[src/rtl/snax_simbacore_cfg_sequencer.sv]
// Job sequencer between the SNAX CSR manager and the SimbaCore config port.
// Buffers complete configuration sets in a small FIFO, hands them to the
// accelerator one at a time and reports busy/performance/status information.
module snax_simbacore_cfg_sequencer #(
    parameter int NumCfg       = 6,
    parameter int DataWidth    = 32,
    parameter int Depth        = 2,
    parameter int StartTimeout = 16
) (
    input  logic                            clk_i,
    input  logic                            rst_ni,
    input  logic [NumCfg*DataWidth-1:0]     csr_cfg_i,
    input  logic                            csr_cfg_valid_i,
    output logic                            csr_cfg_ready_o,
    output logic [NumCfg*DataWidth-1:0]     acc_cfg_o,
    output logic                            acc_cfg_valid_o,
    input  logic                            acc_cfg_ready_i,
    input  logic                            acc_busy_i,
    output logic                            busy_o,
    output logic [DataWidth-1:0]            perf_cycles_o,
    output logic [DataWidth-1:0]            jobs_done_o,
    output logic [$clog2(Depth+1)-1:0]      fifo_level_o,
    output logic                            timeout_o,
    output logic                            done_o
);

    localparam int CfgWidth   = NumCfg * DataWidth;
    localparam int LevelWidth = $clog2(Depth + 1);
    localparam int PtrWidth   = (Depth > 1) ? $clog2(Depth) : 1;
    localparam int WaitWidth  = (StartTimeout > 1) ? $clog2(StartTimeout) : 1;

    typedef enum logic [1:0] {
        IDLE,
        ISSUE,
        WAIT_START,
        RUN
    } state_t;

    state_t state;
    state_t state_next;

    logic [CfgWidth-1:0]   fifo_mem [Depth];
    logic [PtrWidth-1:0]   rd_ptr;
    logic [PtrWidth-1:0]   wr_ptr;
    logic [LevelWidth-1:0] level;
    logic                  fifo_empty;
    logic                  fifo_full;
    logic                  push;
    logic                  pop;
    logic [WaitWidth-1:0]  wait_cnt;
    logic                  job_finish;
    logic                  start_timeout;
    logic [DataWidth-1:0]  perf_cnt;
    logic [DataWidth-1:0]  jobs_cnt;
    logic                  timeout_flag;
    logic                  done_pulse;

    function automatic logic [PtrWidth-1:0] ptr_inc(input logic [PtrWidth-1:0] ptr);
        return (ptr == PtrWidth'(Depth - 1)) ? '0 : ptr + PtrWidth'(1);
    endfunction

    // A full FIFO refuses pushes even when the head leaves in the same cycle,
    // so the ready flag depends only on the registered level.
    assign fifo_empty      = (level == '0);
    assign fifo_full       = (level == LevelWidth'(Depth));
    assign csr_cfg_ready_o = !fifo_full;
    assign push            = csr_cfg_valid_i && !fifo_full;
    assign pop             = (state == ISSUE) && acc_cfg_ready_i;

    assign acc_cfg_o       = fifo_empty ? '0 : fifo_mem[rd_ptr];
    assign acc_cfg_valid_o = (state == ISSUE);
    assign busy_o          = (state != IDLE) || !fifo_empty;
    assign fifo_level_o    = level;
    assign perf_cycles_o   = perf_cnt;
    assign jobs_done_o     = jobs_cnt;
    assign timeout_o       = timeout_flag;
    assign done_o          = done_pulse;

    // Job storage; contents need no reset because the level gates every read.
    always_ff @(posedge clk_i) begin
        if (push) begin
            fifo_mem[wr_ptr] <= csr_cfg_i;
        end
    end

    // FIFO pointers and occupancy.
    always_ff @(posedge clk_i or negedge rst_ni) begin
        if (!rst_ni) begin
            rd_ptr <= '0;
            wr_ptr <= '0;
            level  <= '0;
        end else begin
            if (push) begin
                wr_ptr <= ptr_inc(wr_ptr);
            end
            if (pop) begin
                rd_ptr <= ptr_inc(rd_ptr);
            end
            if (push && !pop) begin
                level <= level + LevelWidth'(1);
            end else if (pop && !push) begin
                level <= level - LevelWidth'(1);
            end
        end
    end

    // State register.
    always_ff @(posedge clk_i or negedge rst_ni) begin
        if (!rst_ni) begin
            state <= IDLE;
        end else begin
            state <= state_next;
        end
    end

    // Next-state logic: one job at a time, always passing through IDLE between jobs.
    always_comb begin
        state_next    = state;
        job_finish    = 1'b0;
        start_timeout = 1'b0;
        case (state)
            IDLE: begin
                if (!fifo_empty) begin
                    state_next = ISSUE;
                end
            end
            ISSUE: begin
                if (acc_cfg_ready_i) begin
                    state_next = WAIT_START;
                end
            end
            WAIT_START: begin
                if (acc_busy_i) begin
                    state_next = RUN;
                end else if (wait_cnt == WaitWidth'(StartTimeout - 1)) begin
                    state_next    = IDLE;
                    job_finish    = 1'b1;
                    start_timeout = 1'b1;
                end
            end
            RUN: begin
                if (!acc_busy_i) begin
                    state_next = IDLE;
                    job_finish = 1'b1;
                end
            end
            default: begin
                state_next = IDLE;
            end
        endcase
    end

    // Cycles spent waiting for the accelerator to report busy after an accept.
    always_ff @(posedge clk_i or negedge rst_ni) begin
        if (!rst_ni) begin
            wait_cnt <= '0;
        end else if (pop) begin
            wait_cnt <= '0;
        end else if (state == WAIT_START) begin
            wait_cnt <= wait_cnt + WaitWidth'(1);
        end
    end

    // Job statistics: saturating cycle count, wrapping job count, sticky timeout.
    always_ff @(posedge clk_i or negedge rst_ni) begin
        if (!rst_ni) begin
            perf_cnt     <= '0;
            jobs_cnt     <= '0;
            timeout_flag <= 1'b0;
            done_pulse   <= 1'b0;
        end else begin
            if (pop) begin
                perf_cnt <= '0;
            end else if (((state == WAIT_START) || (state == RUN)) && (perf_cnt != '1)) begin
                perf_cnt <= perf_cnt + DataWidth'(1);
            end
            if (job_finish) begin
                jobs_cnt <= jobs_cnt + DataWidth'(1);
            end
            if (start_timeout) begin
                timeout_flag <= 1'b1;
            end
            done_pulse <= job_finish;
        end
    end

endmodule

[config.mk]
export PLATFORM = sky130hd
export DESIGN_NAME = snax_simbacore_cfg_sequencer
export DESIGN_NICKNAME = d
export VERILOG_FILES = /design/src/rtl/snax_simbacore_cfg_sequencer.sv
export SDC_FILE = /design/constraint.sdc
export NUM_CORES = 1
export LEC_CHECK = 0
export BUFFER_PORTS_ARGS = -buffer_cell sky130_fd_sc_hd__buf_2
export CORE_ASPECT_RATIO = 0.5
export CORE_MARGIN = 10
export CORE_UTILIZATION = 40
export DETAILED_ROUTE_END_ITERATION = 8
export HOLD_SLACK_MARGIN = 0.12
export PLACE_DENSITY = 0.6
export SETUP_SLACK_MARGIN = 0.3
export SLEW_MARGIN = 20
export SYNTH_ARGS = -nofsm -noshare
export SYNTH_HDL_FRONTEND = slang
export SYNTH_SLANG_ARGS = --single-unit
[constraint.sdc]
create_clock -name clk_i -period 10.5 [get_ports clk_i]
set_input_delay 2.1 -clock clk_i [delete_from_list [all_inputs] [get_ports clk_i]]
set_output_delay 2.1 -clock clk_i [all_outputs]
set_load 0.005 [all_outputs]
* Yosys cells after proc, flatten, opt, wreduce, memory -nomap -nowiden
Memory sizes are Yosys's and may differ from the RTL's.
Index checks and enable logic that the tools add are counted.
W data, S select, Z words.
** Word-level totals
- Bits in read-only memories :: 0
- Memories :: 1
- Latch bits :: 0
- Memory bits (writable) :: 384
- Word-level logic and storage cells :: 67
- Bits of input ports :: 197
- Output and inout bits :: 263
- Flip-flop bits (word level) :: 76
** Memories
- fifo_mem :: depth 2, bits a word 192, read ports 1, clocked after memory_dff 0, wr ports 1, RTL line 42 : logic [CfgWidth-1:0] fifo_mem [Depth];
** Cells by class
- Order comparisons :: 0
- Div/mod/pow operators :: 0
- Shifts and indexed selects :: 0
- Equal/unequal tests :: 10
- $add $sub $neg :: 7
- Reduce and logical (&&, ||, !) cells :: 18
- Bitwise logic cells :: 0
- $mul :: 0
- Mux-type cells :: 22
** Operators with widths (count)
- $mux W192 :: 1
- $add A32 B1 Y32 const B :: 2
- $mux W32 :: 2
- $ne A32 B32 Y1 const B :: 1
- $mux W2 :: 7
- $mux W1 :: 8
- $mux W4 :: 2
- $pmux W2 S4 :: 1
- $reduce_bool A2 Y1 :: 4
- $eq A2 B2 Y1 const B :: 3
- $logic_and A1 B1 Y1 :: 5
- $add A4 B1 Y4 const B :: 1
- $eq A4 B4 Y1 const B :: 1
- $logic_not A1 Y1 :: 4
- $logic_not A2 Y1 :: 2
- $ne A2 B2 Y1 const B :: 2
- $reduce_and A4 Y1 :: 1
- $ne A3 B3 Y1 const B :: 1
- $add A1 B1 Y1 const B :: 2
- $add A2 B1 Y2 const B :: 1
- $eq A2 B1 Y1 const B :: 1
- $logic_or A1 B1 Y1 :: 2
- $ne A2 B1 Y1 const B :: 1
- $pmux W1 S2 :: 1
- $sub A2 B1 Y2 const B :: 1

* Longest topological paths before layout
- Depth after elaboration :: 7
- Gate-level depth with buffers :: 8
- Depth with buffers taken out :: 7

* Worst setup path after synthesis
OpenSTA, ideal clock, no wires.
- Path kind :: input-to-reg
- Start point :: input port csr_cfg_valid_i
- End point :: memory fifo_mem[0][0] in the netlist's numbering (enable)
- Buffers on the path :: 0
- Path slack :: -397 ps
- Arrival :: 10151 ps
- Setup time :: 747 ps
- Required time :: 9753 ps
- Stages :: 2
- Cells stage by stage :: nand2_1 -> nor2_1
** Between the ends
- Longest elaborated chain between the ends :: 3
** Ends and longest elaborated chain
- start, declared :: RTL line 13 : input logic csr_cfg_valid_i,
- $logic_and A1 B1 Y1 :: RTL line 67 : assign push = csr_cfg_valid_i && !fifo_full;
- $mux W1 :: RTL line 81 : if (push) begin
- $mux W1 (implied by the code) :: RTL line 82 : fifo_mem[wr_ptr] <= csr_cfg_i;
- end, declared :: RTL line 42
Every way passes these cells.

* Final worst setup path
- Start point :: register rd_ptr
- End point :: output port acc_cfg_o[146]
** Between the ends
- Longest elaborated chain between the ends :: 2
** Ends and longest elaborated chain
- start, declared :: RTL line 43 : logic [PtrWidth-1:0] rd_ptr;
- start signal, assigned :: RTL line 97 : rd_ptr <= ptr_inc(rd_ptr);
- $mem_v2 Z2 W192
- $mux W192 :: RTL line 70 : assign acc_cfg_o = fifo_empty ? '0 : fifo_mem[rd_ptr];
- end, declared :: RTL line 15 : output logic [NumCfg*DataWidth-1:0] acc_cfg_o,
Every way passes these cells.

==> flow_summary_export.csv <==
group,metric,value,unit
status,outcome,"finished, final reports clean",
floorplan,rows,55,
clocking,clock_latency,0.55,ns
logic_synthesis,ys_seq_area_share,73.7,%
logic_synthesis,synth_area,18200,µm²
timing,rsz0062_at_grt,"false",
job,cap_violations,0,
grt,grt_overflow_total,0,
timing,setup_viol_count_final,0,
logic_synthesis,synth_edf_count,384,
setup_path,endpoint,"acc_cfg_o[146]",
timing,worst-slew-pin-transition,1.10,ns
timing,min_period,5.79,ns
layout,fin_util,50.0,%
layout,final_area,22600,µm²
setup_path,r2r_cells,3,
floorplan,coreArea,45100,µm²
layout,final_cell_mix,"buf_2 (458), edfxtp_1 (384), nor2_1 (221), mux2i_1 (196), dfrtp_1 (75)",
power_and_ir_drop,p_leak,9.38,nW
logic_synthesis,synth_seq_cells,460,
placement,port_buffers,459,
clocking,clockRootBuffer,"clkbuf_16",
routing,final_antenna_net_count,0,
timing,fmax,0.173,GHz
timing,slew_headroom,26.7,%
clocking,cts_tree,"done",
logic_synthesis,syn-num-nets,1404,
placement,place_hpwl,33.6,mm
setup_path,endpoint_kind,"output port",
power_and_ir_drop,fin_total_pwr,6.07,mW
placement,gp_congestion,0.791,
clocking,cts_max_level,2,
layout,drive_gt1_share,32.7,%
logic_synthesis,yosysUniqueCellTypes,46,
timing,timing.hold.ws,0.466,ns
setup_path,r2r-end,"fifo_mem[1][10]",
layout,final_common_cell,"buf_2",
logic_synthesis,ys_warn_count,0,
routing,via_per_inst,4.90,
setup_path,rrSetupSlack,7.54,ns
power_and_ir_drop,p_per_area,269,nW/µm²
routing,drc,0,
layout,nets,1861,
setup_path,worst-path-max-fanout,59,
grt,grt_max_degree,178,
setup_path,path_class,"flop to output port",
logic_synthesis,synth.largest_area_cell,"edfxtp_1",
timing,finalHoldViolations,0,
grt,grt_use_total,16.8,%
logic_synthesis,synth_area_leaders,"edfxtp_1 (63%), mux2i_1 (11%), dfrtp_1 (10%), nor2_1 (4.6%), xnor2_1 (1.4%)",
clocking,path_clk_slew,0.06,ns
clocking,cts_setup_buffers,0,
timing,fin_tns_setup,0,ns
placement,dpl-instance-area,21200,µm²
logic_synthesis,synth_top_area_share,63.2,%
power_and_ir_drop,ir_worst_vdd,0.162,mV
clocking,postCtsHoldBufs,0,
logic_synthesis,syn_avg_cell_area,15.2,µm²
floorplan,dieArea,55000,µm²
hold_path,whs_path_depth,1,
layout,area_delta_synth_final,23.8,%
timing,maxSlewViolCount,0,
floorplan,start_util,40.4,%
routing,routed_wirelength,48.6,mm
setup_path,required,8.40,ns
setup_path,r2r-start,"fifo_level_o[0]",
logic_synthesis,synthArstFlopShare,16.5,%
routing,drt-initial-drc-count,753,
floorplan,num_io_pins,460,
clocking,ctsResizeCount,0,
setup_path,cp-startpoint,"rd_ptr",
logic_synthesis,syn_inst,1203,
routing,avgRoutedWirePerCell,21.1,µm
timing,period_share,55.1,%
hold_path,hold_path.class,"flop to flop",
clocking,clkSinkCount,460,
floorplan,dieWidth,322,µm
logic_synthesis,synth_ff_type,"edfxtp_1",
timing,fin_skew,0.0243,ns
setup_path,setup.worst_path.start_class,"flop",
grt,antenna_found_initial,15,
floorplan,fp.dieH,171,µm
clocking,ctsLongestPathBuffers,3,
setup_path,arrival,3.69,ns
grt,grt_pass1_vias,11443,
routing,vias,11294,
clocking,numCtsBuffers,43,
grt,grt_pass1_wl,70.7,mm
routing,drt_pre_antenna_iters,4,
worst min-delay path by stage:
stage	start	endpoint	slack (ns)
2_1_floorplan	timeout_o	timeout_o	0.46
3_3_place_gp	timeout_o	timeout_o	0.46
3_5_place_dp	timeout_o	timeout_o	0.46
4_1_cts	jobs_done_o[31]	jobs_done_o[31]	0.47
5_1_grt	jobs_done_o[31]	jobs_done_o[31]	0.50
6_report	jobs_done_o[31]	jobs_done_o[31]	0.47
cell usage after synthesis (2+ instances only):
cell type / n
a21oi_1: 14
a31o_2: 2
o31ai_1: 10
buf_2: 5
clkbuf_1: 32
and3_1: 6
nand2b_1: 3
and2_1: 6
o211ai_1: 3
inv_1: 11
nand3_1: 24
a31oi_1: 6
or4_1: 8
mux2i_1: 196
a211oi_1: 3
nand2_1: 42
nor3_1: 6
nor4_2: 2
edfxtp_1: 384
nor3_2: 7
buf_1: 17
dfrtp_1: 76
xor2_1: 18
nand4_1: 19
a41o_1: 2
o21ai_0: 12
xnor2_1: 29
and4_1: 7
nor2_1: 223
ha_1: 4
nor4_1: 5
nor4_4: 2
or3_1: 6
sequential cells by signal, summed over array words and instances (netlist names):
signal and flops:
fifo_level_o 2, rd_ptr 1, jobs_done_o 32, wr_ptr 1
perf_cycles_o 32, fifo_mem 384, timeout_o 1, wait_cnt 4
done_o 1, state 2
power breakdown:
part | switching [mW] | internal (mW)
logic | 1.16 | 0.749
clock network | 0.678 | 0.865
registers | 0.182 | 2.43
total | 2.02 | 4.05
logic make-up after synthesis:
kind of cell | Yosys count | share of synthesized area (%)
AND/OR/NAND/NOR | 372 | 9.54
adder cells (fa/ha/maj) | 4 | 0.274
AO/OA/AOI/OAI | 56 | 1.96
XOR/XNOR | 47 | 2.26
multiplexers | 197 | 10.8
flip-flops | 460 | 73.7
buffers and inverters | 67 | 1.48
metal layers:
layer	GRT usage (%)	up-vias	part of all wire (%)	routed length (µm)
met2	33.5	188	60	29000
met5	0	-	0	0
met3	2.97	74	3.2	1560
li1	-	5383	-	-
met4	7.00	0	2.7	1330
met1	17.1	5649	34	16700
final cells by class:
| cell class | instances | area, µm² |
|---|---|---|
| diodes | 15 | 37.5 |
| clock inverters | 23 | 211 |
| fillers | 3956 | 22600 |
| well taps | 598 | 748 |
| flip-flops and latches | 460 | 13400 |
| multi-input cells | 676 | 4550 |
| inverters | 11 | 41.3 |
| clock buffers | 56 | 1170 |
| repair buffers | 468 | 2380 |
worst max-delay path, stage by stage, from the launching register on:
cell and delay, ns:
dfrtp_4 0.97, buf_4 0.65, buf_4 0.88, mux2i_1 0.30, nor2_1 0.06, buf_2 0.17
stage by stage:
| stage | instances | setup WS, ns |
|---|---|---|
| after detailed placement | 2213 | 5.22 |
| after floorplan | 1203 | 2.85 |
| after global routing | 2307 | 4.43 |
| final | 2307 | 4.71 |
| after CTS | 2292 | 4.62 |
| after global placement | 2213 | 5.22 |
Note: power is estimated with default switching activity, not from simulation.
